File: src/rtl/adder_4bit.sv
// rtl/adder_4bit.sv - registered 4-bit binary adder with carry-in and carry-out
//
// Purpose: one arithmetic slice of the 16-bit datapath adder. The operands and
// carry-in are summed combinationally and the 5-bit result is captured in the
// output register on every rising clock edge, giving one cycle of latency and
// one operation per cycle.
//
// Ports:
//   clk    in   1  rising-edge clock
//   rst_n  in   1  asynchronous active-low reset, clears S and C_out at once
//   A      in   4  operand A, unsigned
//   B      in   4  operand B, unsigned
//   C_in   in   1  carry-in
//   S      out  4  registered sum, (A + B + C_in) mod 16
//   C_out  out  1  registered carry-out, bit 4 of A + B + C_in
//
// Configuration macro: ADDER_4BIT_CLA_EN
//   defined   -> carry-lookahead core, every carry in two logic levels
//   undefined -> ripple-carry core of four chained full adders
// Both cores produce identical results at the ports.

module adder_4bit (
  input  logic       clk,
  input  logic       rst_n,
  input  logic [3:0] A,
  input  logic [3:0] B,
  input  logic       C_in,
  output logic [3:0] S,
  output logic       C_out
);

  logic [3:0] w_g;    // generate: this bit produces a carry on its own
  logic [3:0] w_p;    // propagate: this bit passes an incoming carry on
  logic [4:0] w_c;    // w_c[i] is the carry into bit i, w_c[4] the carry-out
  logic [3:0] w_s;

  logic [3:0] r_s;
  logic       r_c_out;

  assign w_g    = A & B;
  assign w_p    = A ^ B;
  assign w_c[0] = C_in;

`ifdef ADDER_4BIT_CLA_EN
  // Each carry is flattened into a sum of products over g, p and C_in so no
  // carry waits on its lower neighbour.
  assign w_c[1] = w_g[0]
                | (w_p[0] & w_c[0]);
  assign w_c[2] = w_g[1]
                | (w_p[1] & w_g[0])
                | (w_p[1] & w_p[0] & w_c[0]);
  assign w_c[3] = w_g[2]
                | (w_p[2] & w_g[1])
                | (w_p[2] & w_p[1] & w_g[0])
                | (w_p[2] & w_p[1] & w_p[0] & w_c[0]);
  assign w_c[4] = w_g[3]
                | (w_p[3] & w_g[2])
                | (w_p[3] & w_p[2] & w_g[1])
                | (w_p[3] & w_p[2] & w_p[1] & w_g[0])
                | (w_p[3] & w_p[2] & w_p[1] & w_p[0] & w_c[0]);
`else
  // Full-adder carry per bit: c(i+1) = a&b | c&(a^b), chained bit to bit.
  for (genvar i = 0; i < 4; i++) begin : g_ripple
    assign w_c[i+1] = w_g[i] | (w_c[i] & w_p[i]);
  end
`endif

  assign w_s = w_p ^ w_c[3:0];

  always_ff @(posedge clk or negedge rst_n) begin
    if (!rst_n) begin
      r_s     <= 4'h0;
      r_c_out <= 1'b0;
    end else begin
      r_s     <= w_s;
      r_c_out <= w_c[4];
    end
  end

  assign S     = r_s;
  assign C_out = r_c_out;

endmodule

File: config.mk
export PLATFORM = sky130hd
export DESIGN_NAME = adder_4bit
export DESIGN_NICKNAME = d
export VERILOG_FILES = /design/src/rtl/adder_4bit.sv
export SDC_FILE = /design/constraint.sdc
export NUM_CORES = 1
export LEC_CHECK = 0
export BUFFER_PORTS_ARGS = -buffer_cell sky130_fd_sc_hd__buf_2
export CAP_MARGIN = 20
export CORE_AREA = 4 4 41 43
export CTS_CLUSTER_DIAMETER = 50
export DETAILED_ROUTE_END_ITERATION = 16
export DIE_AREA = 0 0 45 47
export PLACE_DENSITY = 0.55
export SLEW_MARGIN = 20
export SYNTH_ARGS = -nofsm -noshare
export SYNTH_HDL_FRONTEND = slang
export SYNTH_SLANG_ARGS = --single-unit
File: constraint.sdc
create_clock -name clk -period 0.8 [get_ports clk]
set_input_delay 0.16 -clock clk [delete_from_list [all_inputs] [get_ports clk]]
set_output_delay 0.16 -clock clk [all_outputs]
set_load 0.005 [all_outputs]
==> results.py <==
metrics = {
    "run_status": {
        "run_status": "finished, violations left",
        "failed_checks": "negative setup slack",
    },
    "worst_setup_path": {
        "cp-end-kind": "flop",
        "critical_path_peak_fanout": 1,
        "worst_ep_required_time_ns": 0.98,
        "critical-path-slowest-cell": "fa_1",
        "setup_crit_start_kind": "primary input",
        "critPathMaxStageDelay_ns": 0.39,
        "timing_worst_setup_path_type": "in -> reg",
        "crit_chain": "buf_6 > fa_2 > inv_2 > fa_2 > inv_2 > fa_2 > inv_2 > fa_1 > inv_1",
        "crit_arrival_ns": 1.74,
    },
    "synthesis": {
        "seq_area_frac_synth_pct": 51.5,
        "synth.area.top_cells": "dfrtp_1 52%, fa_1 33%, inv_1 15%",
        "synth.mux.area_fraction_pct": 0,
        "synth.net_count": 34,
        "post_synth_simple_gate_area_pct": 0,
        "postSynthCellCount": 19,
        "post_synth_xor_area_fraction_pct": 0,
        "netlist.area_leader.share_pct": 51.5,
        "synth_top_family_by_area": "adder cells",
        "synth_cell_type_count": 3,
        "synth_area_um2": 243,
        "synthesis.area_per_instance_um2": 12.8,
        "netlist.top_cell.by_area": "dfrtp_1",
        "ys_ff_latch": 5,
        "count_of_yosys_warnings_during_synthesis": 0,
        "synth_compound_gate_area_share_pct": 0,
        "yosys.area_share.adder_pct": 33.0,
    },
    "global_route": {
        "grt_pass1_vias": 187,
        "grt_overflow_total": 0,
        "global_route.usage.total_pct": 5.44,
        "grt_antenna_before_repair": 0,
        "grt_first_pass_wirelength_um": 641,
        "grt_start_max_net_pins": 6,
    },
    "placement": {
        "port_buffers": 15,
        "cell_count_after_placement": 49,
        "gp_congestion": 0.619,
    },
    "clock_network": {
        "cts_max_level": 1,
        "cts.sink_count": 5,
        "cts.clk_slew.worst_paths_ns": 0.04,
        "numCtsBuffers": 3,
        "clock_tree.root_cell": "clkbuf_4",
        "max-clock-path-buffers": 2,
        "tritoncts": "built",
    },
    "sta": {
        "post-route-period-util_pct": 195,
        "max_freq_ghz": 0.639,
        "actual_slew_at_the_worst_max_slew_pin_ns": 0.104,
        "worst_slew_margin_pct": 93.0,
        "timing.final.setup_violations": 9,
        "timing.final.max_slew_violations": 0,
        "grt_setup_unrepaired": "yes",
        "timing_hold_violations_final": 0,
        "setup_slack_ns": -0.764,
        "fin_crit_ns": 1.56,
        "timing.setup.tns_ns": -2.24,
    },
    "detailed_routing": {
        "detail_route.vias_per_cell": 3.17,
        "vias": 171,
        "drt_pass1_iterations": 2,
        "drt_drc_violations_left": 0,
        "final_antenna_net_count": 0,
        "wl_per_cell_um": 7.98,
        "drtIter0Drc": 2,
        "post_route_wl_um": 431,
    },
    "floorplanning": {
        "placementRows": 13,
        "design.die.area_um2": 2120,
        "die_h_um": 47,
        "core_um2": 1300,
        "chipWidth_um": 45,
        "boundaryPins": 16,
        "initial_core_util_pct": 18.7,
    },
    "layout": {
        "sequential_cell_area_um2": 125,
        "mostFrequentLayoutCell": "buf_2",
        "layout_common_cells": "14 x buf_2, 7 x inv_1, 5 x dfrtp_1",
        "finalNetCount": 55,
        "multiInputGateArea_um2": 87.6,
        "ant_diodes": 0,
        "final_layout_size_suffix_gt1_share_pct": 61.5,
        "fillCellCount": 140,
        "stdcell_count": 54,
        "area_delta_synth_final_pct": 59.3,
    },
    "power": {
        "leakagePower_uw": 0.000215,
        "power_per_cell_area_nw_per_um2": 1890,
        "irDropWorstVdd_uv": 411,
    },
    "flow_run": {
        "timing.max_cap.violations": 0,
    },
    "min_path": {
        "timing.hold.worst.class": "in -> reg",
    },
}
## repair_timing
| action | CTS | global route |
|---|---|---|
| gates resized for setup | 1 | 0 |
| hold buffers | 1 | 0 |
| pin swaps | 4 | 0 |
| setup endpoints to repair | 9 | 9 |
| endpoints found under the hold margin | 5 | 0 |
| setup buffers | 0 | 0 |
## critical path: cells and delay by family
kind                       cells  cell delay, ns
adders and majority gates      4            1.26
buffers and inverters          5            0.31
## cell families after synthesis
logic type                 after synthesis
buffers and inverters                   10
DFF                                      5
adders and majority gates                4
## path summary, 6_finish.rpt
kind | from | end | slack (ns) | cells after the start
worst min-delay path | C_in | S[0]$_DFF_PN0_ | 0.22 | 2
worst max-delay path | C_in | S[3]$_DFF_PN0_ | -0.76 | 9
min in group asynchronous | rst_n | S[3]$_DFF_PN0_ | 0.26 | 2
max in group asynchronous | rst_n | S[0]$_DFF_PN0_ | 0.42 | 2
## cell type report
class / instances / share of cell area [%]
clock buffer: 4 / 6.80
tap: 15 / 4.85
sequential: 5 / 32.4
inverter: 10 / 9.71
multi-input combinational: 4 / 22.7
timing repair buffer: 16 / 23.6
## metrics by stage
stage / util (%) / area [um^2] / hold slack (ns) / setup slack, ns / total power [uW]
6_report: 29.7 / 387 / 0.223 / -0.764 / 731
5_1_grt: 29.7 / 387 / 0.230 / -0.801 / 779
2_1_floorplan: - / 250 / -0.136 / -0.920 / 367
3_3_place_gp: 26.4 / 344 / -0.0242 / -1.08 / 450
4_1_cts: 29.7 / 387 / 0.217 / -0.756 / 757
3_5_place_dp: 26.4 / 344 / -0.0255 / -1.08 / 452
## state kept, by name (all words and copies together) (netlist names)
signal,cells
C_out,1
S,4
## where the power goes
part           internal [uW]  switching (uW)  leakage (uW)
clock                    188            94.4     0.0000150
combinational           78.0            68.3      0.000142
sequential               295            7.65     0.0000583
## synthesized netlist by cell type (all sizes together)
library cell	count
fa	4
inv	10
dfrtp	5
## layer usage
metal / GRT usage (%) / wire length [um]
met5: 0 / 0
met4: 10.5 / 27
met3: 3.45 / 104
met2: 5.08 / 117
met1: 5.44 / 181
Power figures use the tool's default switching activity.
